File: src/rtl/gf2_stream_pkg.sv
// Shared types for GF(2) word streams: the word type and the per-branch
// skid buffer occupancy states used by the fork and its consumers.
package gf2_stream_pkg;

   localparam int GF2_WIDTH = 16;

   typedef logic [GF2_WIDTH-1:0] gf2_word_t;

   // Occupancy of one skid buffer: main register only drives the output,
   // the skid register catches the word that arrives while the consumer stalls.
   typedef enum logic [1:0] {
      EMPTY = 2'd0,
      ONE   = 2'd1,
      FULL  = 2'd2
   } skid_state_e;

endpackage

File: src/rtl/skid_buffer_gf2.sv
// One output branch of the fork: a 2-entry skid buffer (main + skid register).
// The main register always drives the branch output, so data and valid are
// flop outputs and stay stable while the consumer stalls.
module skid_buffer_gf2
   import gf2_stream_pkg::*;
#(
   parameter int WIDTH = GF2_WIDTH
) (
   input  logic             clock,
   input  logic             reset,
   input  logic             load,
   input  logic [WIDTH-1:0] word,
   output logic [WIDTH-1:0] data,
   output logic             valid,
   input  logic             ready,
   output logic             full,
   output logic             full_next
);

   skid_state_e      state_q;
   skid_state_e      state_d;
   logic [WIDTH-1:0] main_q;
   logic [WIDTH-1:0] skid_q;
   logic             valid_q;
   logic             full_q;
   logic             consume;
   logic             load_main;
   logic             load_skid;
   logic             main_from_skid;

   assign consume = valid_q & ready;

   // Next occupancy and which register captures which word this cycle.
   always_comb begin
      // NOTE: every signal assigned below gets a default first so that no path
      // through the case leaves it unassigned and infers a latch.
      state_d        = state_q;
      load_main      = 1'b0;
      load_skid      = 1'b0;
      main_from_skid = 1'b0;
      case (state_q)
         EMPTY: begin
            if (load) begin
               state_d   = ONE;
               load_main = 1'b1;
            end
         end
         ONE: begin
            if (load && consume) begin
               load_main = 1'b1;
            end else if (load) begin
               state_d   = FULL;
               load_skid = 1'b1;
            end else if (consume) begin
               state_d = EMPTY;
            end
         end
         FULL: begin
            // The fork never loads a FULL branch, so only a consume can happen.
            if (consume) begin
               state_d        = ONE;
               main_from_skid = 1'b1;
            end
         end
         default: state_d = EMPTY;
      endcase
   end

   // The fork's ready flop looks one edge ahead at this branch's occupancy.
   assign full_next = (state_d == FULL);

   // State, registered valid/full flags and the two data registers.
   always_ff @(posedge clock or posedge reset) begin
      // NOTE: the data registers are reset as well because the branch output
      // must read zero while reset is held; they are only two words deep.
      if (reset) begin
         state_q <= EMPTY;
         valid_q <= 1'b0;
         full_q  <= 1'b0;
         main_q  <= '0;
         skid_q  <= '0;
      end else begin
         // NOTE: sequential state uses non-blocking assignments so every flop
         // samples the pre-edge values regardless of statement order.
         state_q <= state_d;
         valid_q <= (state_d != EMPTY);
         full_q  <= (state_d == FULL);
         if (load_main) begin
            main_q <= word;
         end else if (main_from_skid) begin
            main_q <= skid_q;
         end
         if (load_skid) begin
            skid_q <= word;
         end
      end
   end

   assign data  = main_q;
   assign valid = valid_q;
   assign full  = full_q;

endmodule

File: src/rtl/stream_fork_gf2.sv
// Replicates one valid/ready stream of GF(2) words onto two branches, each
// with its own 2-entry skid buffer so the consumers may stall independently.
// o_ready is a flop: it never depends combinationally on any ready input.
module stream_fork_gf2
   import gf2_stream_pkg::*;
#(
   parameter int WIDTH = GF2_WIDTH
) (
   input  logic             i_clock,
   input  logic             i_reset,
   input  logic [WIDTH-1:0] i_data,
   input  logic             i_valid,
   output logic             o_ready,
   output logic [WIDTH-1:0] o_a_data,
   output logic             o_a_valid,
   input  logic             i_a_ready,
   output logic [WIDTH-1:0] o_b_data,
   output logic             o_b_valid,
   input  logic             i_b_ready
);

   logic accept;
   logic a_full;
   logic a_full_next;
   logic b_full;
   logic b_full_next;

   assign accept = i_valid & o_ready;

   skid_buffer_gf2 #(.WIDTH(WIDTH)) u_branch_a (
      .clock     (i_clock),
      .reset     (i_reset),
      .load      (accept),
      .word      (i_data),
      .data      (o_a_data),
      .valid     (o_a_valid),
      .ready     (i_a_ready),
      .full      (a_full),
      .full_next (a_full_next)
   );

   skid_buffer_gf2 #(.WIDTH(WIDTH)) u_branch_b (
      .clock     (i_clock),
      .reset     (i_reset),
      .load      (accept),
      .word      (i_data),
      .data      (o_b_data),
      .valid     (o_b_valid),
      .ready     (i_b_ready),
      .full      (b_full),
      .full_next (b_full_next)
   );

   // Accept new words only while neither branch will be FULL after this edge.
   always_ff @(posedge i_clock or posedge i_reset) begin
      if (i_reset) begin
         o_ready <= 1'b0;
      end else begin
         o_ready <= ~(a_full_next | b_full_next);
      end
   end

   // A FULL branch has no free register, so an accept into it would drop a word.
   no_load_into_full: assert property (
      @(posedge i_clock) disable iff (i_reset) !(accept && (a_full || b_full))
   );

endmodule

File: config.mk
export PLATFORM = sky130hd
export DESIGN_NAME = stream_fork_gf2
export DESIGN_NICKNAME = d
export VERILOG_FILES = /design/src/rtl/gf2_stream_pkg.sv /design/src/rtl/skid_buffer_gf2.sv /design/src/rtl/stream_fork_gf2.sv
export SDC_FILE = /design/constraint.sdc
export NUM_CORES = 1
export LEC_CHECK = 0
export CAP_MARGIN = 30
export CORE_UTILIZATION = 55
export CTS_CLUSTER_SIZE = 30
export DETAILED_ROUTE_END_ITERATION = 10
export MAX_ROUTING_LAYER = met4
export PLACE_DENSITY = 0.85
export SETUP_SLACK_MARGIN = 0.15
export SYNTH_ARGS = -nofsm -noshare
export SYNTH_HDL_FRONTEND = slang
export SYNTH_HIERARCHICAL = 1
export SYNTH_SLANG_ARGS = --single-unit
export TNS_END_PERCENT = 5
File: constraint.sdc
create_clock -name i_clock -period 4.7 [get_ports i_clock]
set_input_delay 1.41 -clock i_clock [delete_from_list [all_inputs] [get_ports i_clock]]
set_output_delay 1.41 -clock i_clock [all_outputs]
set_load 0.01 [all_outputs]
Word level (Yosys, flattened, before mapping) --
Cells that the tools add are included.
Word-level totals: bits of input ports 21, output and inout port bits 35, flip-flop bits (word level) 71
Cells by class: mux-type cells 29, reductions and logical operators 8, eq/ne operators 6, bitwise logic cells 5
Operators by type and width (count):
- $mux W16 | 4
- $mux W2 | 10
- $pmux W2 S3 | 2
- $mux W1 | 11
- $eq A2 B2 Y1 const B | 4
- $reduce_bool A2 Y1 | 4
- $eq A2 B1 Y1 const B | 2
- $logic_not A2 Y1 | 2
- $pmux W1 S2 | 2
- $and A1 B1 Y1 | 3
- $logic_and A1 B1 Y1 | 2
- $not A1 Y1 | 1
- $or A1 B1 Y1 | 1

Depth between registers and ports, before layout --
depth in word-level cells 8, mapped depth 5, depth with buffers taken out 5

Modules after synthesis --
The synthesis kept the hierarchy.
Modules (own cells, without submodules):
- skid_buffer_gf2 | sequential area each 900.9 um^2, area each 1664.1 um^2, cells each 103, times used 2
- stream_fork_gf2 | sequential area each 25.0 um^2, area each 38.8 um^2, cells each 4, times used 1

Least setup slack after synthesis --
OpenSTA, ideal clock, no wires.
kind in2reg, start point in i_valid, end point reg u_branch_a.main_q[0], in the netlist u_branch_a/data[0], setup slack 1980 ps, arrival 2595 ps, required time 4575 ps, setup time 125 ps, cell stages on the path 5, cells stage by stage and2_1 nor2b_1 nand2_1 buf_4 mux2_4
Between the ends: word-level cells in the longest chain between the ends 5, elaborated cells on any way between the ends 7
Ends and longest elaborated chain:
- from (decl) | line stream_fork_gf2.sv:12 | input logic i_valid,
- $and A1 B1 Y1 (*) | line stream_fork_gf2.sv:28 | assign accept = i_valid & o_ready;
- $logic_and A1 B1 Y1 | line skid_buffer_gf2.sv:49 | if (load && consume) begin
- $mux W1 | line skid_buffer_gf2.sv:49
- $pmux W1 S2 (*) | line skid_buffer_gf2.sv:41 | case (state_q)
- $mux W16 or $reduce_bool A2 Y1 (tied branches)
- to (signal assigned) | line skid_buffer_gf2.sv:89 | main_q <= word;
- to (signal assigned) | line skid_buffer_gf2.sv:91 | main_q <= skid_q;
- to (decl) | line skid_buffer_gf2.sv:22 | logic [WIDTH-1:0] main_q;
Every way passes the cells marked *; elsewhere a longest branch is shown, timed or not. A chain may end at the register's enable or synchronous reset.

Worst setup path after layout --
start point in i_valid, end point reg u_branch_a.main_q[6], in the netlist u_branch_a/data[6]
Between the ends: word-level cells in the longest chain between the ends 5, elaborated cells on any way between the ends 7
Ends and longest elaborated chain:
- $and A1 B1 Y1 (*) | line stream_fork_gf2.sv:28
- named net accept | line stream_fork_gf2.sv:22 | logic accept;
- $logic_and A1 B1 Y1 | line skid_buffer_gf2.sv:49
- $mux W1 | line skid_buffer_gf2.sv:49
- $pmux W1 S2 (*) | line skid_buffer_gf2.sv:41
- $mux W16 or $reduce_bool A2 Y1 (tied branches)
The timed path passes the listed nets; every way through them passes the cells marked *.

==> results by stage <==
Outcome:
- The run finished with clean final reports.

Synthesis:
- The area of the mapped netlist is 0.00332 mm².
- Yosys printed 6 warnings.
- The mean instance size in the synthesized netlist is 15.9 µm².
- When the netlist entered floorplanning its net count stood at 229.
- Synthesis produced a netlist whose cell count is 208.

Final layout:
- The fraction of final layout cells sized beyond drive strength 1 is 0.436.
- The number of antenna diodes in the final layout is 0.
- Leaving out filler cells and counting taps, the final layout contains 347.
- Relative to the synthesized area, the layout overhead comes to 22.7%.
- The end-of-flow core utilization is 0.717.
- The number of fill cells in the layout is 380.
- The post-layout net count is 291.

Clocking:
- The count of H-tree levels built during CTS is 3.
- Clock-pin slew was measured on the worst setup and hold paths at 0.07 ns.
- The later pin in the worst-skew pair is clocked with a latency of 0.34 ns.
- The buffer levels on the longest clock path is 2.
- For this design, the CTS-stage hold fixing added 0 buffers.
- The clock root buffer master is sky130_fd_sc_hd__clkbuf_8.
- TritonCTS built the clock tree.
- The CTS buffer count is 9.
- The clock net in this run drives a total of 71 sinks.
- Once the clock tree was built, the resizer swapped 0 gates to a different size.
- The number of setup buffers added after CTS is 0.

Die:
- The vertical die dimension is 79.7 µm.
- The width of the chip is around 80 µm.
- The floorplan die area is ~0.0063 mm².
- The initial utilization of the core area, before any placement, comes to 0.584.
- The row count is 27.
- The core footprint is 0.00568 mm².
- During I/O placement, the number of pins put on the boundary was 56.

Detailed routing:
- The total wire length is 6090 µm.
- The remaining design rule violation count is 0.
- After detailed routing, the number of vias per cell comes to 5.56.
- The first detailed-routing pass ran for 3 iterations.
- The vias after detailed routing is between 1500 and 2000.
- The average wire per standard cell is 17.5 µm.
- The detailed router's first-iteration violation count is 70.
- The antenna violation net count after detailed routing is 0.

Min path:
- The start point of the worst min-delay path is u_branch_b/skid_q[8]$_DFFE_PP0P_.
- For hold timing, the worst endpoint is u_branch_b/skid_q[8]$_DFFE_PP0P_.
- The number of cells on the worst hold path is 1.
- The path class of the tightest hold or removal check is reg2reg.

STA:
- Setup violations remaining at the end of the flow were counted as 0.
- The minimum period implied by the final worst setup slack is 3.38 ns.
- In the finished design, the share of the clock period the worst path needs comes to 0.719.
- The count of pins over their slew limit is 0.
- The summed negative setup slack over all endpoints is 0 ns.
- The highest achievable clock rate is 0.296 GHz.
- At the pin with the least slew margin, the transition time is 0.970 ns.
- In this run the tightest slew margin relative to its limit is 0.352.
- The final count of hold timing violations is 0.
- Setup repair after global routing left no endpoint under its margin.
- For the final database, setup skew stands at between 0.008 and 0.009 ns.

Pwr:
- The overall power of the completed layout is 2860 µW.
- The analysis attributes to cell leakage a power of 0.00188 µW.
- The maximum vdd drop is roughly 0.37 mV.
- For this design the ratio of total power to cell area is roughly 700 mW/mm².

Global route:
- Entering global routing, the biggest net connects 22 pins.
- The initial antenna violation count is 0.
- The first global-routing pass estimated a little over 10000 µm of wire.
- For this run, the total global-route usage over all layers was measured as 0.226.
- The total grt overflow is 0.
- The via count of the first global-routing pass was ~2000.

Critical path:
- The path depth of the worst reg2reg path is 4.
- Data on the critical path is required at its endpoint by 4.92 ns.
- In this design, the largest share of critical-path delay is due to simple AND/OR/NAND/NOR gates.
- The kind of start point of the critical path is a primary input.
- The worst path buffer plus inverter count is 1.
- The critical path in this run is classified as in2reg.
- The signal on the critical path passes through clkdlybuf4s50_1 -> and2_1 -> nor2b_1 -> nand2_1 -> mux2_4.
- The end of the worst register-to-register path is u_branch_a/data[6]$_DFFE_PP0P_.
- The source of the worst register-to-register timing path is o_ready$_DFF_PP0_.
- STA classifies the critical path endpoint as a flip-flop.
- The largest single stage delay on the critical path is 0.63 ns.
- The signal arrival time at the worst endpoint is 3.60 ns.
- The reg-to-reg setup timing slack is approximately 2.5 ns.
- The slowest library cell on the worst path is sky130_fd_sc_hd__nand2_1.
- Along the worst path, the maximum fanout reaches 16.

Flow run:
- The max-capacitance violation count is 0.

Place:
- The cell total after placement is 331.
- Once detailed placement completed, the half-perimeter wirelength came to roughly 4000 µm.
- The global placement routability congestion is 0.791.
- Buffers placed on the I/O ports in this run total 55.
## per-stage QoR
step                      setup slack, ns  instance area (µm²)  hold slack [ns]
final                                1.32                 4070            0.505
after floorplan                      1.98                 3320            0.475
after global routing                 1.23                 4070            0.515
after detailed placement             1.00                 3910            0.493
after CTS                            1.36                 4070            0.510
after global placement               1.04                 3910            0.485
## cell type report
type                       instances  area, µm²  share of cell area
timing repair buffer              57        566               0.139
tap                               72       90.1              0.0221
inverter                           3       11.3             0.00277
multi-input combinational        128       1470               0.361
sequential                        71       1780               0.437
clock inverter                     5       25.0             0.00615
clock buffer                      11        131              0.0323
## layout by cell type, fill, tap and decap left out
cell,count
sky130_fd_sc_hd__a21bo_2,2
sky130_fd_sc_hd__a21boi_0,2
sky130_fd_sc_hd__a21oi_1,6
sky130_fd_sc_hd__and2_1,1
sky130_fd_sc_hd__buf_4,2
sky130_fd_sc_hd__clkbuf_1,2
sky130_fd_sc_hd__clkbuf_8,9
sky130_fd_sc_hd__clkdlybuf4s50_1,55
sky130_fd_sc_hd__clkinv_2,5
sky130_fd_sc_hd__dfrtp_1,71
sky130_fd_sc_hd__inv_1,3
sky130_fd_sc_hd__mux2_2,58
sky130_fd_sc_hd__mux2_4,40
sky130_fd_sc_hd__nand2_1,2
sky130_fd_sc_hd__nand2_2,2
sky130_fd_sc_hd__nand4b_4,2
sky130_fd_sc_hd__nor2_1,3
sky130_fd_sc_hd__nor2b_1,4
sky130_fd_sc_hd__o211ai_1,2
sky130_fd_sc_hd__o21ai_0,2
sky130_fd_sc_hd__o21bai_1,2
## power by group
| part | leakage (µW) | internal (µW) | switching (µW) |
|---|---|---|---|
| clock | 0.0000866 | 187 | 216 |
| sequential | 0.000843 | 929 | 203 |
| combinational | 0.000947 | 883 | 437 |
## routing by layer
metal  vias to the layer above  part of all wire  global-route usage
met3                         9             0.028              0.0457
met4                         0             0.015               0.104
met5                         -                 0                   -
li1                        880                 -                   -
met2                        34              0.48               0.333
met1                      1006              0.47               0.301
## sequential cells by signal (all words and copies together) (netlist names)
name	cells
u_branch_a/data	16
u_branch_a/skid_q	16
u_branch_b/data	16
u_branch_b/skid_q	16
u_branch_a/state_q	2
u_branch_b/state_q	2
o_ready	1
u_branch_a/valid	1
u_branch_b/valid	1
## worst reg2reg max path, stage by stage (launching register included)
cell	delay, ns
sky130_fd_sc_hd__dfrtp_1	0.34
sky130_fd_sc_hd__and2_1	0.23
sky130_fd_sc_hd__nor2b_1	0.34
sky130_fd_sc_hd__nand2_1	0.63
sky130_fd_sc_hd__mux2_4	0.54
## worst max path at each step
stage,from,to,slack [ns],cells after the start
after floorplan,i_valid,u_branch_a/data[0]$_DFFE_PP0P_,1.98,5
after global placement,i_valid,u_branch_a/data[15]$_DFFE_PP0P_,1.04,5
after detailed placement,i_valid,u_branch_a/data[1]$_DFFE_PP0P_,1.00,5
after CTS,i_valid,u_branch_a/data[6]$_DFFE_PP0P_,1.36,5
after global routing,i_valid,u_branch_a/data[2]$_DFFE_PP0P_,1.23,5
final,i_valid,u_branch_a/data[6]$_DFFE_PP0P_,1.32,5
Note: power is estimated with default switching activity, not from simulation.
